--- src/rtl/anthem_stream_ctrl_if.sv ---
// rtl/anthem_stream_ctrl_if.sv - ROM read port and character output stream bundle
// Ports:
//   rom_addr   ROM read address (controller -> ROM)
//   rom_data   ROM read data, one cycle after rom_addr (ROM -> controller)
//   char_out   character toward the sink
//   char_valid char_out valid
//   char_ready sink accepts when char_valid && char_ready
interface anthem_stream_ctrl_if #(
    parameter int ADDR_W = 8
);
    logic [ADDR_W-1:0] rom_addr;
    logic [7:0]        rom_data;
    logic [7:0]        char_out;
    logic              char_valid;
    logic              char_ready;

    modport master (
        output rom_addr,
        input  rom_data,
        output char_out,
        output char_valid,
        input  char_ready
    );

    modport slave (
        input  rom_addr,
        output rom_data,
        input  char_out,
        input  char_valid,
        output char_ready
    );
endinterface

--- src/rtl/anthem_stream_ctrl.sv ---
// rtl/anthem_stream_ctrl.sv - character ROM playback sequencer with pause, loop and pacing
// Ports:
//   clk, rst            single clock, synchronous active-high reset
//   start, stop         launch playback / abort (stop wins)
//   pause, loop         freeze sequencing / restart from base at end of segment
//   cfg_base/len/div    segment base, length (0 = empty) and extra idle cycles per character
//   bus (master)        ROM read port and char_out/char_valid/char_ready stream
//   busy, done          not idle / one-cycle completion pulse
module anthem_stream_ctrl #(
    parameter int ADDR_W = 8,
    parameter int DIV_W  = 16
) (
    input  logic              clk,
    input  logic              rst,
    input  logic              start,
    input  logic              stop,
    input  logic              pause,
    input  logic              loop,
    input  logic [ADDR_W-1:0] cfg_base,
    input  logic [ADDR_W-1:0] cfg_len,
    input  logic [DIV_W-1:0]  cfg_div,
    anthem_stream_ctrl_if.master bus,
    output logic              busy,
    output logic              done
);
    typedef enum logic [2:0] {
        IDLE    = 3'd0,
        FETCH   = 3'd1,
        LOAD    = 3'd2,
        PRESENT = 3'd3,
        PACE    = 3'd4
    } state_t;

    localparam logic [ADDR_W-1:0] ADDR_ONE = {{(ADDR_W-1){1'b0}}, 1'b1};
    localparam logic [DIV_W-1:0]  DIV_ONE  = {{(DIV_W-1){1'b0}}, 1'b1};

    state_t            state;
    logic [ADDR_W-1:0] addr;
    logic [ADDR_W-1:0] cnt;
    logic [DIV_W-1:0]  pace;
    logic [ADDR_W-1:0] base_q;
    logic [ADDR_W-1:0] len_q;
    logic [DIV_W-1:0]  div_q;
    logic [7:0]        char_q;
    logic              valid_q;

    assign bus.rom_addr   = addr;
    assign bus.char_out   = char_q;
    assign bus.char_valid = valid_q;

    always_ff @(posedge clk) begin
        if (rst) begin
            state   <= IDLE;
            addr    <= '0;
            cnt     <= '0;
            pace    <= '0;
            base_q  <= '0;
            len_q   <= '0;
            div_q   <= '0;
            char_q  <= '0;
            valid_q <= 1'b0;
            busy    <= 1'b0;
            done    <= 1'b0;
        end else begin
            done <= 1'b0;
            if (state != IDLE && stop) begin
                // Abort: char_out deliberately keeps its last value.
                state   <= IDLE;
                valid_q <= 1'b0;
                busy    <= 1'b0;
            end else begin
                case (state)
                    IDLE: begin
                        if (start && !stop) begin
                            if (cfg_len != '0) begin
                                base_q <= cfg_base;
                                len_q  <= cfg_len;
                                div_q  <= cfg_div;
                                addr   <= cfg_base;
                                cnt    <= '0;
                                busy   <= 1'b1;
                                state  <= FETCH;
                            end else begin
                                done <= 1'b1;
                            end
                        end
                    end
                    FETCH: begin
                        // The ROM samples addr on this edge; data is ready in LOAD.
                        if (!pause) begin
                            state <= LOAD;
                        end
                    end
                    LOAD: begin
                        char_q  <= bus.rom_data;
                        valid_q <= 1'b1;
                        state   <= PRESENT;
                    end
                    PRESENT: begin
                        if (bus.char_ready) begin
                            valid_q <= 1'b0;
                            pace    <= div_q;
                            if (cnt == len_q - ADDR_ONE) begin
                                if (loop) begin
                                    addr  <= base_q;
                                    cnt   <= '0;
                                    state <= PACE;
                                end else begin
                                    done  <= 1'b1;
                                    busy  <= 1'b0;
                                    state <= IDLE;
                                end
                            end else begin
                                addr  <= addr + ADDR_ONE;
                                cnt   <= cnt + ADDR_ONE;
                                state <= PACE;
                            end
                        end
                    end
                    PACE: begin
                        // pace=0 still spends one cycle here, so div=0 costs one cycle.
                        if (!pause) begin
                            if (pace == '0) begin
                                state <= FETCH;
                            end else begin
                                pace <= pace - DIV_ONE;
                            end
                        end
                    end
                    default: begin
                        state   <= IDLE;
                        valid_q <= 1'b0;
                        busy    <= 1'b0;
                    end
                endcase
            end
        end
    end
endmodule

--- src/flat_wrapper.sv ---
// flat-port wrapper written by rule: the top's interface ports become plain ports
module anthem_stream_ctrl_flat 
#(
    parameter int ADDR_W = 8,
    parameter int DIV_W  = 16
)
  (clk, rst, start, stop, pause, loop, cfg_base, cfg_len, cfg_div, busy, done, bus_rom_addr, bus_rom_data, bus_char_out, bus_char_valid, bus_char_ready);
  anthem_stream_ctrl_if #(.ADDR_W(ADDR_W)) bus_i ();
  input  logic clk;
  input  logic rst;
  input  logic start;
  input  logic stop;
  input  logic pause;
  input  logic loop;
  input  logic [ADDR_W-1:0] cfg_base;
  input  logic [ADDR_W-1:0] cfg_len;
  input  logic [DIV_W-1:0] cfg_div;
  output logic busy;
  output logic done;
  output wire logic [$bits(bus_i.rom_addr)-1:0] bus_rom_addr;
  input wire logic [$bits(bus_i.rom_data)-1:0] bus_rom_data;
  output wire logic [$bits(bus_i.char_out)-1:0] bus_char_out;
  output wire logic [$bits(bus_i.char_valid)-1:0] bus_char_valid;
  input wire logic [$bits(bus_i.char_ready)-1:0] bus_char_ready;
  assign bus_rom_addr = bus_i.rom_addr;
  assign bus_i.rom_data = bus_rom_data;
  assign bus_char_out = bus_i.char_out;
  assign bus_char_valid = bus_i.char_valid;
  assign bus_i.char_ready = bus_char_ready;
  anthem_stream_ctrl #(.ADDR_W(ADDR_W), .DIV_W(DIV_W)) u_core (.clk(clk), .rst(rst), .start(start), .stop(stop), .pause(pause), .loop(loop), .cfg_base(cfg_base), .cfg_len(cfg_len), .cfg_div(cfg_div), .bus(bus_i), .busy(busy), .done(done));
endmodule
--- config.mk ---
export PLATFORM = sky130hd
export DESIGN_NAME = anthem_stream_ctrl_flat
export DESIGN_NICKNAME = d
export VERILOG_FILES = /design/src/rtl/anthem_stream_ctrl_if.sv /design/src/rtl/anthem_stream_ctrl.sv /design/src/flat_wrapper.sv
export SDC_FILE = /design/constraint.sdc
export NUM_CORES = 1
export LEC_CHECK = 0
export CORE_MARGIN = 5
export CORE_UTILIZATION = 58
export CTS_CLUSTER_SIZE = 16
export DETAILED_ROUTE_END_ITERATION = 16
export PLACE_DENSITY = 0.91
export SYNTH_ARGS = -nofsm -noshare
export SYNTH_HDL_FRONTEND = slang
export SYNTH_SLANG_ARGS = --single-unit
--- constraint.sdc ---
create_clock -name clk -period 3.5 [get_ports clk]
set_input_delay 1.05 -clock clk [delete_from_list [all_inputs] [get_ports clk]]
set_output_delay 1.05 -clock clk [all_outputs]
set_load 0.05 [all_outputs]
After elaboration in Yosys (flattened, before gate mapping)
Cells that the tools add are included.
Storage, ports and cells
  flip-flop bits (word level): 78
  input bits: 47
  output and inout port bits: 19
  word-level logic and storage cells: 91
Operators by class
  add/subtract/negate cells: 4
  eq/ne operators: 15
  muxes and demuxes: 39
  bitwise operators: 3
  reductions and logical operators: 19
Operators by type and width (number)
  $mux 8: 10
  $mux 16: 3
  $pmux 16 s2: 1
  $pmux 8 s2: 2
  $mux 3: 8
  $reduce_and 6->1: 3
  $add 8x1->8 const B: 2
  $logic_not 16->1: 1
  $sub 16x1->16 const B: 1
  $pmux 3 s5: 1
  $mux 1: 11
  $ne 2x2->1 const B: 5
  $eq 8x8->1: 1
  $ne 2x1->1 const B: 4
  $reduce_bool 8->1: 1
  $sub 8x1->8 const B: 1
  $eq 3x2->1 const B: 2
  $pmux 1 s3: 2
  $reduce_or 3->1: 2
  $reduce_and 5->1: 1
  $reduce_and 2->1: 2
  $reduce_and 4->1: 1
  $reduce_bool 2->1: 2
  $eq 3x1->1 const B: 1
  9 further kinds: 12

Logic depth before layout (Yosys ltp)
Gate-level depths: netlist of the first run.
  depth in word-level cells: 5
  mapped depth: 10
  gate-level depth less buffers: 8

Worst setup path after synthesis of the first run
No wires, ideal clock.
  kind: input to register
  from: input port stop
  to: register u_core.addr[5], in the netlist u_core.bus.rom_addr[5]
  setup time: 0.091 ns
  arrival time: 2.346 ns
  data required time: 3.409 ns
  slack: 1.063 ns
  stages on the path: 6
  buffers on the path: 1
  cell sequence: nand2b_1 o2bb2ai_1 a211oi_1 clkbuf_1 a21oi_1 a311oi_1
On the way
  longest elaborated chain between the ends: 4
  elaborated cells between the ends (all ways): 6
  classes of those cells: eq/ne: 1; bitwise: 1; reduce/logical: 4
Ends and longest elaborated chain
  from (decl): line flat_wrapper.sv:12  | input logic stop;
  $logic_not 1->1: line anthem_stream_ctrl.sv:74  | if (start && !stop) begin
  $logic_and 1x1->1: line anthem_stream_ctrl.sv:74
  $ne 2x1->1 (no source line)
  $reduce_and 6->1 (no source line) *
  to (signal assigned): line anthem_stream_ctrl.sv:79  | addr <= cfg_base;
  to (signal assigned): line anthem_stream_ctrl.sv:105  | addr <= base_q;
  to (signal assigned): line anthem_stream_ctrl.sv:114  | addr <= addr + ADDR_ONE;
  to (decl): line anthem_stream_ctrl.sv:38  | logic [ADDR_W-1:0] addr;
Every way passes the cells marked *; elsewhere a longest branch is shown, timed or not.
A chain may end at the register's enable or synchronous reset.

Worst setup path in the final report of the first run
  from: input port cfg_len[3]
  to: register u_core.addr[5], in the netlist u_core.bus.rom_addr[5]
On the way
  longest elaborated chain between the ends: 3
Ends and longest elaborated chain
  from (decl): line flat_wrapper.sv:16  | input logic [ADDR_W-1:0] cfg_len;
  $reduce_bool 8->1: line anthem_stream_ctrl.sv:75  | if (cfg_len != '0) begin
  $ne 2x1->1 (no source line)
  $reduce_and 6->1 (no source line)
No other way between the ends.

==> results by stage, run 1 <==
Setup path:
- The logic depth of the worst register-to-register path is 8.
- The startpoint identified for the worst register-to-register timing path is u_core.len_q[0].
- The critical-path maximum fanout is 12.
- The critical path arrival is 3090 ps.
- The data required time at the worst endpoint is 3750 ps.
- The kind of cell adding the most delay to the critical path is simple AND/OR/NAND/NOR gates.
- The worst setup path is launched from an input pin.
- The kind of critical path is in -> reg.
- The buffers plus inverters on the worst setup path is 1.
- The highest cell delay on the worst timing path is 540 ps.
- The most used cell along the critical path is nand2_1.
- The signal on the critical path passes through clkdlybuf4s50_1 -> nor4_1 -> nand2_1 -> nand2_1 -> a211o_1 -> nor2_2 -> a311oi_1.
- The endpoint identified for the worst register-to-register timing path is u_core.done.
- The cell with the largest stage delay on the worst path is nor4_1.
- In this run the register-to-register setup slack is between 900 and 1000 ps.
- STA classifies the critical path endpoint as a flop.

Timing:
- Timing would allow up to between 0.3 and 0.4 GHz.
- The final setup violation count is 0.
- Between clock sinks in the finished design, the worst skew comes to 15.21 ps.
- Summed over all failing endpoints, the final setup total negative slack is 0 ps.
- The time the final worst path needs with I/O delays and setup is between 2000 and 3000 ps.
- The final max-slew violation count came to 0.
- The final cycle utilization of the critical path is around four fifths.
- The final hold violation count came to 0.
- The measured slew at the worst slew-check pin is between 700 and 800 ps.
- The worst max-slew margin expressed relative to the limit is 51.43%.
- Setup repair after global routing left no endpoint under its margin.

Power:
- The total power divided by cell area is 546.0 nW/um^2.
- For this design the static power due to leakage is about 0.0017 uW.
- IR analysis of the VDD net gives a maximum drop of around 0.37 mV.

Clock tree:
- Buffers inserted to repair hold after CTS numbered 0.
- The number of buffers added by the clock tree synthesis step is 9.
- The clock latency reported for the late side of the worst-skew pair is 360 ps.
- The longest clock path from root to sink contains 2 buffers.
- In this run, post-CTS repair resized a total of 0 instances.
- The tree built by TritonCTS fans out to 78 sinks.
- The TritonCTS clock tree is built.
- Once the clock tree was built, the setup fixing pass inserted 0 buffers.
- The clock-pin slew on the worst setup and hold paths is 70 ps.
- The H-tree generated during clock tree synthesis spans 3 levels.
- The root buffer cell is clkbuf_8.

Synthesis:
- The flip-flop and latch count after synthesis is roughly 80.
- The count of cell types in the netlist is 60.
- Dividing the synthesized area by the synthesized cell count gives about 7.6 um^2.
- The synthesized design devotes to its leading area cell type between 30% and 40% of total area.
- The net count of the mapped netlist is slightly below 600.
- After synthesis, the share of flip-flops with an asynchronous set or reset is 0%.
- The most instantiated flip-flop cell in the synthesis netlist is dfxtp_1.
- During synthesis, Yosys emitted a total of 0 warnings.
- Yosys mapped a number of flops with a built-in enable equal to 0.
- The most area-hungry cell type in the Yosys netlist is dfxtp_1.
- Summing the sequential cell areas from Yosys gives 38.08% of the chip area.
- After technology mapping, the gate count stands at about 540.
- The netlist area before placement is approximately 4000 um^2.
- Yosys attributes the largest share of cell area to dfxtp_1 38%, nand2_1 11%, a21oi_1 7.8%, o21ai_0 2.9%, clkbuf_1 2.7%.

Global routing:
- The via count of the first global-routing pass came to between 3,000 and 4,000.
- The overall fraction of global-route tracks in use is between 20% and 30%.
- The global-route wire length before repair is 17,460 um.
- The number of antenna violations at the first check in global routing was 0.
- The leftover overflow at the end of global routing is 0.
- The pin count of the biggest net entering global routing is 72.

Detailed routing:
- After detailed routing, the number of vias per cell comes to 6.080.
- After detailed routing, the average wire length per cell comes to 15.70 um.
- The detailed router placed around 4,200 vias in this run.
- The DRC violation count after routing is 0.
- The number of nets with antenna violations after routing is 0.
- The wire length reported by the detailed router is between 10,000 and 15,000 um.
- The detailed-routing iteration count for the pre-antenna-repair pass is 5.
- The number of DRC markers after the initial detailed-route iteration is ~450.

Placement:
- The post-detailed-placement half-perimeter wirelength is ~7700 um.
- In this run the tool buffered the top-level ports with 65 buffer cells.
- At the end of routability-driven placement, the weighted congestion stood at 0.8642.

Cells and area:
- The layout-stage area growth over the synthesis result is 21.30%.
- The layout cell share with drive strength beyond 1 is 6.723%.
- In the final design database the tool counted between 600 and 700 nets.
- The number of inserted filler cells in the final layout is between 500 and 600.
- The antenna diode count is 0.
- The utilization after layout is roughly 73%.

Min path:
- The worst hold path begins at u_core.bus.char_out[2].
- The worst hold path belongs to the class reg -> reg.
- The worst hold path passes through 2 cells.
- The worst hold path terminates at u_core.bus.char_out[2].

Floorplanning:
- The die is ~94 um wide.
- Measured along the y axis, the die boundary spans between 90 and 100 um.
- The starting utilization of the core area is 60.02%.
- The total core area is between 6000 and 7000 um^2.
- Pin placement for this block handled 66 I/O pins.
- The floorplan has 30 rows.
- The die covers around 8900 um^2.

Job:
- The number of max-cap violations is 0.

Run status:
- The run finished with clean final reports.
[cell usage in the layout (no fill, tap or decap), types with 10 or more instances in the layout]
master and count:
a21oi_1 64, a211oi_1 12, dfxtp_1 78, o21ai_0 24, clkdlybuf4s50_1 64, nand3_1 15, buf_4 12, nor3_1 16
clkbuf_8 10, nor2_1 30, nand2_1 118
[worst register-to-register path, cell delays in order (launching register included)]
cell and delay (ps):
dfxtp_1 470, inv_1 90, ha_1 340, xor2_2 120
nand2_1 80, or3_1 530, nor3_4 350, a32oi_1 170
a2111oi_2 340
[routing by layer]
metal | routed length [um] | GRT usage [%] | vias up | share of wire, %
met5 | 0 | 0 | - | 0
met4 | 191 | 9.627 | 0 | 1.8
met3 | 803 | 6.170 | 23 | 7.4
met2 | 5327 | 40.45 | 186 | 49
met1 | 4524 | 30.26 | 1943 | 42
li1 | - | - | 2049 | -
[worst max-delay path by stage]
stage                     from                     end  cells after the start  slack, ps
detailed placement  cfg_len[3]  u_core.bus.rom_addr[5]                      7        360
global placement    cfg_len[3]  u_core.bus.rom_addr[5]                      7        480
finish              cfg_len[3]  u_core.bus.rom_addr[5]                      7        650
global route        cfg_len[3]  u_core.bus.rom_addr[5]                      7        540
CTS                 cfg_len[3]  u_core.bus.rom_addr[5]                      7        700
floorplan                 stop  u_core.bus.rom_addr[5]                      6       1060
[cells by family (layout without fill, tap and decap cells)]
| logic type | count (synthesis) | count (layout) | share of synthesized area, % |
|---|---|---|---|
| and+or+nand+nor | 235 | 235 | 27.01 |
| adders and majority gates | 4 | 4 | 1.221 |
| xor gates and xnor gates | 16 | 16 | 3.601 |
| AOI/OAI and AO/OA | 160 | 160 | 25.02 |
| DFF | 78 | 78 | 38.08 |
| buffers and inverters | 48 | 101 | 4.821 |
| muxes | 1 | 1 | 0.2441 |
[where the power goes]
group	internal (uW)	switching, uW	leakage, uW
Clock	271	325	0.0000889
Combinational	381	613	0.000967
Sequential	989	136	0.000634
[registers in the layout (all words and copies together) (netlist names), 3 cells and up]
signal               count
u_core.pace             16
u_core.div_q            16
u_core.cnt               8
u_core.len_q             8
u_core.state             3
u_core.base_q            8
u_core.bus.char_out      8
u_core.bus.rom_addr      8
[cell type report]
| type | count | area [um^2] | share of cell area (%) |
|---|---|---|---|
| Sequential cell | 78 | 1562 | 31.40 |
| Timing Repair Buffer | 78 | 755.7 | 15.19 |
| Clock buffer | 11 | 141.4 | 2.843 |
| Clock inverter | 4 | 23.77 | 0.4780 |
| Multi-Input combinational cell | 416 | 2341 | 47.07 |
| Inverter | 8 | 30.03 | 0.6038 |
| Tap cell | 96 | 120.1 | 2.415 |
[per-stage QoR]
| step | power (uW) | std cells | worst slack [ps] | hold WS, ps | instance area (um^2) |
|---|---|---|---|---|---|
| finish | 2716 | 691 | 654.3 | 454.9 | 4974 |
| global route | 2849 | 691 | 539.2 | 471.2 | 4974 |
| CTS | 2714 | 691 | 698.8 | 455.9 | 4974 |
| detailed placement | 2122 | 676 | 358.6 | 446.8 | 4808 |
| global placement | 2086 | 676 | 478.1 | 441.6 | 4808 |
| floorplan | 1808 | 542 | 1063 | 431.0 | 4100 |
[synth_stat cells (all sizes together) (2+ instances only)]
cell type,number
a211o,2
a211oi,13
a21oi,64
a221oi,3
a22oi,7
a311oi,4
a31oi,7
and2,4
and3,2
and4,2
buf,10
clkbuf,30
dfxtp,78
ha,4
inv,8
nand2,118
nand2b,3
nand3,15
nand3b,4
nand4,8
nand4b,2
nor2,31
nor3,19
nor4,8
o211ai,3
o21ai,29
o22a,2
o22ai,3
o31ai,7
o32ai,6
or2,3
or3,7
or4,6
xnor2,7
xor2,9
Note: power is estimated with default switching activity, not from simulation.
==> run 2: changes to the inputs <==
- CORE_UTILIZATION: 58 -> 49
- PLACE_DENSITY: 0.91 -> 0.82
- clock period: 3.5 -> 2.4 ns (I/O delays scaled with it)
==> results by stage, run 2 (synthesized netlist as in run 1, its figures left out) <==
Run status:
- The run finished with clean final reports.

Clock tree:
- The level count of the clock H-tree was 3 (unchanged).
- The clock-pin slew on the worst setup and hold paths was 80 ps (about the same).
- The clock latency reported for the late side of the worst-skew pair is 350 ps (about the same).
- The buffer levels on the longest clock path is 2 (unchanged).
- The number of buffers added by the clock tree synthesis step came to 9 (unchanged).
- CTS placed an instance of clkbuf_8 at the clock tree root.
- The number of clock sinks came to 78 (unchanged).
- The count of hold buffers inserted by post-cts repair is 0 (unchanged).
- TritonCTS built the clock tree.

Floorplanning:
- The starting utilization of the core area is 50.15% (-9.9 points).
- The total core area is 8175 um^2 (+20%).
- The overall die width was 101.5 um (+7.9%).
- The top-level port count is 66 (unchanged).
- The overall die area is 10,300 um^2 (+16%).
- The row count is 33 (+10%).
- The chip height came to 101.5 um (+7.9%).

Setup path:
- The data required time at the worst endpoint was 1680 ps (-2070 ps).
- The kind of launch point of the worst setup path is a flop.
- The slowest stage of the critical path is the clkdlybuf4s50_1 cell.
- The highest cell delay on the worst timing path is 840 ps (+300 ps).
- The logic depth of the worst register-to-register path came to 8 (unchanged).
- The launch instance of the worst register-to-register path is u_core.pace[0].
- In this design, the largest share of critical-path delay is due to buffers and inverters.
- The buffers plus inverters on the worst setup path is 1 (unchanged).
- The critical-path maximum fanout is 5 (-7).
- The kind of critical path is reg -> out.
- The category of the worst setup path capture point is an output pin.
- The endpoint of the worst-slack reg-to-reg timing path is u_core.state[0].
- The flop-to-flop setup slack came to 120 ps (-790 ps).
- The critical path arrival is 1610 ps (-1480 ps).
- Walking the worst path, the cells encountered are clkdlybuf4s50_1.

Cells and area:
- The final net count is 673 (+4.8%).
- The area growth from synthesis to layout is 29.66%.
- The number of inserted filler cells in the final layout is 703 (+27%).
- The final standard cell count with taps included and fillers excluded is 731 (+5.8%).
- The utilization after layout is 65.03% (-7.8 points).
- Leaving out fill and tap cells, the most frequent cell in the layout is nand2_1.
- The layout cell share with drive strength beyond 1 was 12.30% (+5.6 points).
- The antenna diode count was 0 (unchanged).
- The library cells used most frequently in the layout, excluding fill and tap cells, are 118 x nand2_1, 78 x dfxtp_1, 64 x a21oi_1, 62 x clkdlybuf4s50_1, 42 x buf_4.
- The total area of multi-input combinational cells came to 2366 um^2 (+1.1%).
- The area taken by flip-flops and latches is 1562 um^2 (unchanged).
- The largest registers in the layout are u_core.div_q (16), u_core.pace (16).

Job:
- The number of max-cap violations is 0 (unchanged).

Timing:
- The top achievable clock speed is 0.4289 GHz.
- The final max-slew violation count is 0 (unchanged).
- The measured slew at the worst slew-check pin is 559.7 ps (-168.8 ps).
- The final hold violation count is 0 (unchanged).
- The final setup violation count was 0 (unchanged).
- The worst clock skew on the final layout was 5.482 ps (-9.728 ps).
- Setup repair after global routing left no endpoint under its margin.
- The final cycle utilization of the critical path is 97.15%.
- The smallest clock period supported by the final layout is computed as 2332 ps.
- The worst max-slew margin expressed relative to the limit is 62.64% (+11 points).

Min path:
- The capture endpoint of the worst hold path is u_core.div_q[3].
- The class of the worst hold path is reg -> reg.
- The source of the worst hold timing path is u_core.div_q[3].
- The hold-critical path depth is 2 (unchanged).

Power:
- The share of power burned in combinational logic is 36.6% (about the same).
- The reported leakage power is 0.001910 uW (+13%).
- The cell-internal power was 2709 uW (+65%).
- The total power divided by cell area was 810.3 nW/um^2 (+48%).
- The switching fraction of total power was 37.12% (-2.5 points).
- The reported net switching power is 1599 uW (+49%).
- The largest voltage drop on the vdd net is 0.4094 mV (+11%).
- The proportion of power drawn by flip-flops and latches is 37.8% (-3.7 points).
- The share of power burned in the clock network came to 25.6% (+3.6 points).

Detailed routing:
- The average detailed-routed wire length per instance came to 15.78 um (+0.53%).
- The DRC violation count after routing is 0 (unchanged).
- The post-detailed-route via-to-cell ratio is 5.963 (-1.9%).
- The wire length reported by the detailed router is 11,540 um (+6.4%).
- The number of nets with antenna violations after routing came to 0 (unchanged).
- The detailed-routing iteration count for the pre-antenna-repair pass was 6 (+1).
- The number of DRC markers after the initial detailed-route iteration is 281 (-38%).
- The number of vias after detailed routing was 4,359 (+3.8%).

Global routing:
- The global-route wire length before repair is 18,820 um (+7.8%).
- The pin count of the biggest net entering global routing is 43 (-40%).
- The number of antenna violations at the first check in global routing came to 0 (unchanged).
- The overall fraction of global-route tracks in use is 22.38% (-2.0 points).
- The via count of the first global-routing pass is 4,138 (+6.8%).
- The leftover overflow at the end of global routing is 0 (unchanged).

Placement:
- The placer congestion estimate is 0.9156 (+5.9%).
- The number of placed instances with taps included is 714 (+5.6%).
- The post-detailed-placement half-perimeter wirelength is 8060 um (+5.3%).
- The number of buffers added on ports was 65 (unchanged).
run 2: cell count changes in the layout (fill, tap and decap cells not counted), moves of 2 or more:
cell	previous run	this run
dlymetal6s2s_1	0	2
nor4_2	0	3
nor4_1	8	5
clkdlybuf4s50_1	64	62
buf_4	12	42
bufinv_16	0	2
run 2: worst max path at each step:
stage	endpoint	startpoint	slack, ps	cells after the start
finish	bus_rom_addr[1]	u_core.bus.rom_addr[1]	70	1
global placement	u_core.state[2]	cfg_len[7]	-120	7
floorplan	u_core.done	u_core.len_q[0]	160	9
CTS	bus_rom_addr[3]	u_core.bus.rom_addr[3]	30	1
global route	u_core.bus.rom_addr[3]	u_core.len_q[0]	4	9
detailed placement	u_core.bus.rom_addr[6]	cfg_len[7]	-200	8
run 2: area by class of cell:
class                      instances  share of cell area, %
clock inverter                     4                  1.318
clock buffer                      11                  2.848
sequential                        78                  29.37
timing repair buffer             109                  18.92
inverter                           8                 0.5648
tap                              105                  2.471
multi-input combinational        416                  44.50
run 2: routing by layer:
metal / wire, um / vias to the layer above / track usage, % / share of wire [%]
met4: 242 / 0 / 9.305 / 2.1
met5: 0 / - / 0 / 0
li1: - / 2110 / - / -
met1: 4689 / 2013 / 27.26 / 41
met2: 5720 / 203 / 38.28 / 50
met3: 884 / 33 / 4.683 / 7.7
run 2: worst min-delay path, delay by kind of cell, from the launching register on:
family           cells  cell delay (ps)
flip-flops           1              310
AND/OR/NAND/NOR      1               50
AO/OA/AOI/OAI        1               50
run 2: power by group through the flow:
stage                     clock, uW  combinational [uW]  sequential, uW
after floorplan                   0                 794            1840
after global placement            0                1500            1640
after detailed placement          0                1550            1650
after CTS                      1120                1560            1620
after global routing           1180                1690            1650
final                          1100                1580            1630
run 2: timing repair:
item,in CTS,in global routing
setup buffers,0,2
hold endpoints to repair,0,0
endpoints found under the setup margin,0,8
resized for setup,0,7
run 2: stage by stage:
stage	area (um^2)	TNS [ps]	setup WS (ps)	total power [uW]	hold slack, ps
4_1_cts	5271	0	28.24	4298	458.8
6_report	5316	0	68.34	4308	458.2
5_1_grt	5316	0	3.735	4517	482.3
3_3_place_gp	5050	-1503	-115.9	3138	442.3
3_5_place_dp	5050	-3807	-196.4	3194	447.2
2_1_floorplan	4100	0	158.5	2637	431.0
